## config.mk

```make
export PLATFORM = sky130hd
export DESIGN_NAME = vga_scanout
export DESIGN_NICKNAME = d
export VERILOG_FILES = /design/src/rtl/vga_scanout.sv
export SDC_FILE = /design/constraint.sdc
export NUM_CORES = 1
export LEC_CHECK = 0
export CAP_MARGIN = 20
export CORE_MARGIN = 2
export CORE_UTILIZATION = 30
export DETAILED_ROUTE_END_ITERATION = 6
export GPL_TIMING_DRIVEN = 0
export PLACE_DENSITY = 0.59
export SLEW_MARGIN = 20
export SYNTH_ARGS = -nofsm -noshare
export SYNTH_HDL_FRONTEND = slang
export SYNTH_SLANG_ARGS = --single-unit
```

## constraint.sdc

```tcl
create_clock -name clk -period 2.7 [get_ports clk]
set_clock_uncertainty 0.05 [all_clocks]
set_input_delay 0.405 -clock clk [delete_from_list [all_inputs] [get_ports clk]]
set_output_delay 0.405 -clock clk [all_outputs]
set_load 0.005 [all_outputs]
```

## src/rtl/vga_scanout.sv

```systemverilog
// VGA scanout: raster timing, sequential framebuffer reads and RGB332 to 4:4:4 expansion.
// Define VGA_TEST_PATTERN_EN to add a pattern_sel input that replaces RAM colour with 8 bars.

module vga_scanout #(
    parameter int H_VIS    = 640,
    parameter int H_FP     = 16,
    parameter int H_SYNC   = 96,
    parameter int H_BP     = 48,
    parameter int V_VIS    = 480,
    parameter int V_FP     = 10,
    parameter int V_SYNC   = 2,
    parameter int V_BP     = 33,
    parameter int SYNC_POL = 0,
    parameter int RD_LAT   = 2
) (
    input  logic        clk,
    input  logic        rst_n,
    input  logic        pix_en,
`ifdef VGA_TEST_PATTERN_EN
    input  logic        pattern_sel,
`endif
    output logic        rd_en,
    output logic [18:0] rd_addr,
    input  logic [7:0]  rd_data,
    output logic        hsync,
    output logic        vsync,
    output logic [3:0]  red,
    output logic [3:0]  green,
    output logic [3:0]  blue,
    output logic        active,
    output logic        frame_start
);

    localparam int H_TOT = H_VIS + H_FP + H_SYNC + H_BP;
    localparam int V_TOT = V_VIS + V_FP + V_SYNC + V_BP;

    localparam logic [9:0] H_LAST     = 10'(H_TOT - 1);
    localparam logic [9:0] V_LAST     = 10'(V_TOT - 1);
    localparam logic [9:0] H_VIS_W    = 10'(H_VIS);
    localparam logic [9:0] V_VIS_W    = 10'(V_VIS);
    localparam logic [9:0] H_LAST_VIS = 10'(H_VIS - 1);
    localparam logic [9:0] V_LAST_VIS = 10'(V_VIS - 1);
    localparam logic [9:0] HS_BEG     = 10'(H_VIS + H_FP);
    localparam logic [9:0] HS_END     = 10'(H_VIS + H_FP + H_SYNC - 1);
    localparam logic [9:0] VS_BEG     = 10'(V_VIS + V_FP);
    localparam logic [9:0] VS_END     = 10'(V_VIS + V_FP + V_SYNC - 1);
    localparam logic       SYNC_ON    = (SYNC_POL != 0);
    localparam logic       SYNC_OFF   = ~SYNC_ON;

    typedef struct packed {
        logic       hs;
        logic       vs;
        logic       act;
`ifdef VGA_TEST_PATTERN_EN
        logic [9:0] x;
`endif
    } stage_t;

    localparam stage_t STAGE_IDLE = stage_t'({SYNC_OFF, SYNC_OFF, 1'b0
`ifdef VGA_TEST_PATTERN_EN
        , 10'd0
`endif
    });

    logic [9:0] h;
    logic [9:0] v;
    logic [9:0] h_nx;
    logic [9:0] v_nx;
    logic       wrap_line;
    logic       wrap_frame;
    logic       vis;
    logic       last_pix;
    stage_t     stage0;
    stage_t     feed;
    logic [3:0] red_nx;
    logic [3:0] green_nx;
    logic [3:0] blue_nx;

    always_comb begin
        wrap_line  = (h == H_LAST);
        wrap_frame = wrap_line && (v == V_LAST);
        h_nx       = wrap_line ? 10'd0 : h + 10'd1;
        v_nx       = v;
        if (wrap_line) begin
            v_nx = (v == V_LAST) ? 10'd0 : v + 10'd1;
        end
        vis      = (h < H_VIS_W) && (v < V_VIS_W);
        last_pix = (h == H_LAST_VIS) && (v == V_LAST_VIS);
    end

    // rd_en/rd_addr are computed from the next position so they describe the counters they
    // are registered alongside; the address is stepped rather than multiplied out.
    always_ff @(posedge clk or negedge rst_n) begin
        if (!rst_n) begin
            h           <= '0;
            v           <= '0;
            rd_en       <= 1'b0;
            rd_addr     <= '0;
            frame_start <= 1'b0;
        end else begin
            frame_start <= pix_en && wrap_frame;
            if (pix_en) begin
                h     <= h_nx;
                v     <= v_nx;
                rd_en <= (h_nx < H_VIS_W) && (v_nx < V_VIS_W);
                if (wrap_frame) begin
                    rd_addr <= '0;
                end else if (vis && !last_pix) begin
                    rd_addr <= rd_addr + 19'd1;
                end
            end
        end
    end

    always_comb begin
        stage0     = STAGE_IDLE;
        stage0.hs  = (h >= HS_BEG && h <= HS_END) ? SYNC_ON : SYNC_OFF;
        stage0.vs  = (v >= VS_BEG && v <= VS_END) ? SYNC_ON : SYNC_OFF;
        stage0.act = vis;
`ifdef VGA_TEST_PATTERN_EN
        stage0.x   = h;
`endif
    end

    // The output register is the last delay stage, so only RD_LAT-1 stages live here.
    generate
        if (RD_LAT == 2) begin : g_lat2
            stage_t mid;
            always_ff @(posedge clk or negedge rst_n) begin
                if (!rst_n) begin
                    mid <= STAGE_IDLE;
                end else if (pix_en) begin
                    mid <= stage0;
                end
            end
            assign feed = mid;
        end else begin : g_lat1
            assign feed = stage0;
        end
    endgenerate

`ifdef VGA_TEST_PATTERN_EN
    localparam logic [9:0] BAR_W = 10'(H_VIS / 8);
    logic [2:0] bar;
`endif

    always_comb begin
        red_nx   = '0;
        green_nx = '0;
        blue_nx  = '0;
`ifdef VGA_TEST_PATTERN_EN
        bar      = 3'(feed.x / BAR_W);
`endif
        if (feed.act) begin
`ifdef VGA_TEST_PATTERN_EN
            // Bar index bits map straight to inverted {G,R,B}: white..black in 8 steps.
            if (pattern_sel) begin
                red_nx   = {4{~bar[1]}};
                green_nx = {4{~bar[2]}};
                blue_nx  = {4{~bar[0]}};
            end else
`endif
            begin
                red_nx   = {rd_data[7:5], rd_data[7]};
                green_nx = {rd_data[4:2], rd_data[4]};
                blue_nx  = {rd_data[1:0], rd_data[1:0]};
            end
        end
    end

    always_ff @(posedge clk or negedge rst_n) begin
        if (!rst_n) begin
            hsync  <= SYNC_OFF;
            vsync  <= SYNC_OFF;
            active <= 1'b0;
            red    <= '0;
            green  <= '0;
            blue   <= '0;
        end else if (pix_en) begin
            hsync  <= feed.hs;
            vsync  <= feed.vs;
            active <= feed.act;
            red    <= red_nx;
            green  <= green_nx;
            blue   <= blue_nx;
        end
    end

endmodule

```

Word-level counts from Yosys, hierarchy flattened. Index checks and enable logic that the tools add are counted. W data, S select, Z words.

Add/sub/neg operators: 3. Multipliers: 0. Div/mod/pow operators: 0. Order comparisons: 8. Equal/unequal tests: 4. Shift-type cells: 0. Muxes and demuxes: 10. Bitwise operators: 0. Reduce and logical (&&, ||, !) cells: 11.

Operators by type and width (count): $mux W19 (2); $eq A10 B10 Y1 const B (3); $mux W10 (3); $add A10 B1 Y10 const B (2); $lt A10 B10 Y1 const B (2); $lt A10 B9 Y1 const B (2); $add A19 B1 Y19 const B (1); $mux W4 (3); $eq A10 B9 Y1 const B (1); $ge A10 B10 Y1 const B (1); $ge A10 B9 Y1 const B (1); $le A10 B10 Y1 const B (1); $le A10 B9 Y1 const B (1); $logic_and A1 B1 Y1 (8); $mux W1 (2); $reduce_and A2 Y1 (1); $reduce_bool A2 Y1 (1); $logic_not A1 Y1 (1).

Bits in registers: 59. Bits in latches: 0. Bits in writable memories: 0. ROM bits: 0. Input bits: 11. Output and inout bits: 36. Word-level logic and storage cells: 50. Memories kept: 0.

Depth between registers and ports, before layout.
Word-level depth: 6. Mapped depth: 10. Depth with buffers taken out: 8.

Worst setup path after synthesis. No wires, ideal clock.

Path type: register -> register. Start: reg v[0]. End: reg rd_addr[10]. Library setup time: 0.066 ns. Data arrival time: 1.902 ns. Required time: 2.584 ns. Path slack: 0.682 ns. Stages on the path, launching flop included: 11. Path through: dfrtp_1 clkbuf_1 inv_1 ha_1 nand4_1 nor4_1 buf_2 nand2_1 inv_1 or4_1 nand2_1.

Cells in the longest elaborated chain, start to end: 6. Elaborated cells between the ends (all ways): 11.

Ends and longest elaborated chain: from (decl) (RTL line 66) `logic [9:0] v;`; from (signal assigned) (RTL line 104) `v <= v_nx;`; parallel branches: the longest is 6 deep, another holds $lt A10 B9 Y1; to (signal assigned) (RTL line 109) `rd_addr <= rd_addr + 19'd1;`; to (decl) (RTL line 23) `output logic [18:0] rd_addr,`.

Parallel ways; which one is timed is not known. A chain may end at the register's enable or synchronous reset.

Worst setup path after layout.
Start: reg v[0]. End: reg rd_addr[1].

Same word-level chain as after synthesis.

==> summary.log <==
qor: sta.timing.final.max_slew_violations 0
qor: power.clock_power_share 27.6%
qor: synthesis.synth_warnings 0
qor: floorplan.rows 36
qor: detailed_routing.antenna_violating_nets_post_route 0
qor: critical_path.worst_setup_path_end_kind flop
qor: sta.worst_slew_margin_rel 50.91%
qor: synthesis.synth_fp_nets 347
qor: synthesis.synth.top_cell.area_share 42.11%
qor: power.sw_frac_of_total 29.96%
qor: clock_tree.cts_tree built
qor: placed_design.estimated_wirelength_of_the_detail_placed_design 5375 um
qor: critical_path.setup.worst_path.class reg -> reg
qor: synthesis.netlist.top_cell.by_area sky130_fd_sc_hd__dfrtp_1
qor: synthesis.synth.cell_area 0.003030 mm^2
qor: cells_and_area.fillers 988
qor: power.power_switching 597.6 uW
qor: power.p_comb_share 20.6%
qor: critical_path.crit_arrival 2510 ps
qor: status.status completed
qor: cells_and_area.layout.nets 400
qor: sta.final.period_utilization 87.54%
qor: detailed_routing.initial_drt_pass_iterations 4
qor: placed_design.placement.io_buffers 46
qor: clock_tree.clock-root-buffer sky130_fd_sc_hd__clkbuf_8
qor: detailed_routing.wire_per_inst 14.30 um
qor: clock_tree.numCtsBuffers 5
qor: clock_tree.cts_sinks 55
qor: clock_tree.clk_pin_slew_worst_paths 100 ps
qor: global_route.grt_antenna_before_repair 0
qor: synthesis.postSynth.topFlopCell sky130_fd_sc_hd__dfrtp_1
qor: floorplan.initial_core_util 31.00%
qor: sta.finalCriticalPeriod 2363 ps
qor: detailed_routing.via_count 2659
qor: sta.finalHoldViolations 0
qor: cells_and_area.synthToLayoutAreaGrowth 24.61%
qor: global_route.first_global_vias 2506
qor: worst_hold_path.min-delay-path-class in -> async
qor: global_route.grt_max_degree 56
qor: sta.maxClockFrequency 0.4231 GHz
qor: synthesis.syn_area_per_cell 9.155 um^2
qor: power.power_density 528.2 mW/mm^2
qor: global_route.first_pass_grt_wire_length 12700 um
qor: power.leakage 0.001472 uW
qor: critical_path.cp_max_fo 10
qor: critical_path.timing.critical_path.required 2850 ps
qor: power.power.total 1995 uW
qor: floorplan.core_area 0.009774 mm^2
qor: clock_tree.longest_clk_path_bufs 2
qor: floorplan.die_area 0.01092 mm^2
qor: detailed_routing.drcViolationCount 0
qor: sta.finalSetupTns 0 ps
qor: clock_tree.clkLatencyLatePin 310 ps
qor: placed_design.gp_congestion 0.8312
qor: sta.finalSetupViolCount 0
qor: cells_and_area.fin_area 0.003776 mm^2
qor: sta.worst_slew_pin_slew 717.9 ps
qor: synthesis.synth_edf_count 0
qor: critical_path.crit_path_start v[0]
qor: detailed_routing.post_detailed_routing_wire_length 7408 um
qor: power.power_report.internal_total 1397 uW
qor: synthesis.ys_types 51
qor: synthesis.ys_top_cells_by_area sky130_fd_sc_hd__dfrtp_1 (42%), sky130_fd_sc_hd__o21ai_0 (5.5%), sky130_fd_sc_hd__o31ai_1 (3.7%), sky130_fd_sc_hd__dfstp_2 (3.5%), sky130_fd_sc_hd__nand2_1 (3.5%)
qor: floorplan.boundaryPins 47
qor: cells_and_area.antenna_cells_inserted 0
qor: clock_tree.deepest_level_of_the_cts_h_tree 2
qor: floorplan.chipHeight 104.5 um
qor: job.count_of_max_cap_constraint_violations 0
qor: synthesis.number_of_flip_flops_and_latches_in_the_synthesized_netlist 55
qor: critical_path.critPathLaunchType flop
qor: placed_design.placed_cell_area 0.003655 mm^2
qor: critical_path.r2r_start v[0]
qor: floorplan.die_w 104.5 um
qor: cells_and_area.layout_commonest_cell sky130_fd_sc_hd__dfrtp_1
qor: sta.finalHoldWorstSlack 73.76 ps
qor: synthesis.synth.yosys.seq_area_share 45.58%
qor: synthesis.postSynth.asyncResetShare 100.0%
qor: sta.setup_repair_after_global_routing_missed_its_margin false
qor: global_route.grt-ovfl-total 0
qor: power.power.ir.vdd_worst 0.0002409 V
qor: cells_and_area.drive_above_1_share 10.39%
qor: synthesis.postSynthCellCount 331
qor: global_route.grt_use_total 14.10%
qor: detailed_routing.vias_per_cell 5.133
qor: clock_tree.postCtsHoldBufs 0
qor: power.power.sequential.fraction 51.9%
qor: detailed_routing.drt-initial-drc-count 100
qor: cells_and_area.final_cell_mix sky130_fd_sc_hd__dfrtp_1 (51), sky130_fd_sc_hd__clkdlybuf4s50_1 (45), sky130_fd_sc_hd__o21ai_0 (33)
==> kinds of logic after synthesis <==
| kind of cell | Yosys count | synth area share (%) |
|---|---|---|
| AND/OR/NAND/NOR | 124 | 22.96 |
| flip-flops | 55 | 45.58 |
| multiplexers | 6 | 2.106 |
| adder cells (fa/ha/maj) | 5 | 2.064 |
| AO/OA/AOI/OAI | 89 | 18.37 |
| buffers and inverters | 45 | 6.895 |
| XOR/XNOR | 7 | 2.023 |
==> through the flow <==
stage / util [%] / setup WS (ps) / cells
after detailed placement: 37.39 / -120.0 / 510
after global routing: 38.63 / 57.00 / 518
after global placement: 37.42 / -628.7 / 510
after CTS: 38.54 / 213.3 / 518
after floorplan: - / 681.9 / 331
final: 38.63 / 336.5 / 518
==> critical path, cell delays in order (launching register included) <==
cell                       delay [ps]
sky130_fd_sc_hd__dfrtp_1          390
sky130_fd_sc_hd__clkbuf_1         180
sky130_fd_sc_hd__inv_1             90
sky130_fd_sc_hd__ha_1             140
sky130_fd_sc_hd__nand4_1           90
sky130_fd_sc_hd__nor4_1           270
sky130_fd_sc_hd__buf_2            270
sky130_fd_sc_hd__nand2_1          250
sky130_fd_sc_hd__inv_2            190
sky130_fd_sc_hd__buf_2            250
sky130_fd_sc_hd__nor2_1            80
==> power by group through the flow <==
stage | Combinational [uW] | Sequential [uW] | Clock (uW)
4_1_cts | 413 | 1030 | 578
2_1_floorplan | 220 | 1020 | 0
6_report | 410 | 1030 | 550
3_3_place_gp | 402 | 1050 | 0
5_1_grt | 463 | 1050 | 602
3_5_place_dp | 412 | 1050 | 0
==> Yosys cell counts (6+ instances only) <==
cell / n
sky130_fd_sc_hd__dfrtp_1: 51
sky130_fd_sc_hd__o21ai_0: 33
sky130_fd_sc_hd__nand2_1: 28
sky130_fd_sc_hd__nor2_1: 21
sky130_fd_sc_hd__inv_1: 19
sky130_fd_sc_hd__nand3_1: 19
sky130_fd_sc_hd__a21oi_1: 17
sky130_fd_sc_hd__o31ai_1: 15
sky130_fd_sc_hd__buf_2: 11
sky130_fd_sc_hd__or4_1: 10
sky130_fd_sc_hd__clkbuf_1: 7
sky130_fd_sc_hd__o211ai_1: 7
sky130_fd_sc_hd__nand4_1: 6
==> worst paths after layout <==
path | slack (ps) | to | cells after the start
hold / removal | 70 | frame_start | 1
hold reg to reg | 450 | feed[1] | 2
max in group asynchronous | 2050 | v[4] | 1
setup reg to reg | 340 | rd_addr[1] | 10
setup / recovery | 340 | rd_addr[1] | 10
min in group clk | 450 | feed[1] | 2
==> area by class of cell <==
type	instances	area, um^2	share of cell area, %
repair buffers	46	457.9	12.13
clock buffers	5	68.82	1.822
inverters	19	71.32	1.889
multi-input cells	231	1449	38.37
clock inverters	3	43.79	1.160
plain buffers	26	137.6	3.645
flip-flops and latches	55	1381	36.58
well taps	133	166.4	4.407
==> timing repair <==
| item | 4_1_cts | 5_1_grt |
|---|---|---|
| setup endpoints to repair | 0 | 9 |
| gates resized for setup | 0 | 2 |
| setup buffers | 0 | 0 |
==> flip-flops by register name (all words and copies together) (netlist names) <==
name	flops
hsync	1
feed	3
blue	2
red	3
rd_en	1
active	1
green	3
h	10
vsync	1
v	10
rd_addr	19
frame_start	1
==> routing by layer <==
metal	vias to the layer above	GRT usage, %	wire length (um)
met4	0	3.571	100
met5	-	0	0
met3	8	2.882	343
met2	55	23.39	3593
li1	1301	-	-
met1	1295	18.77	3371
Power figures use the tool's default switching activity.
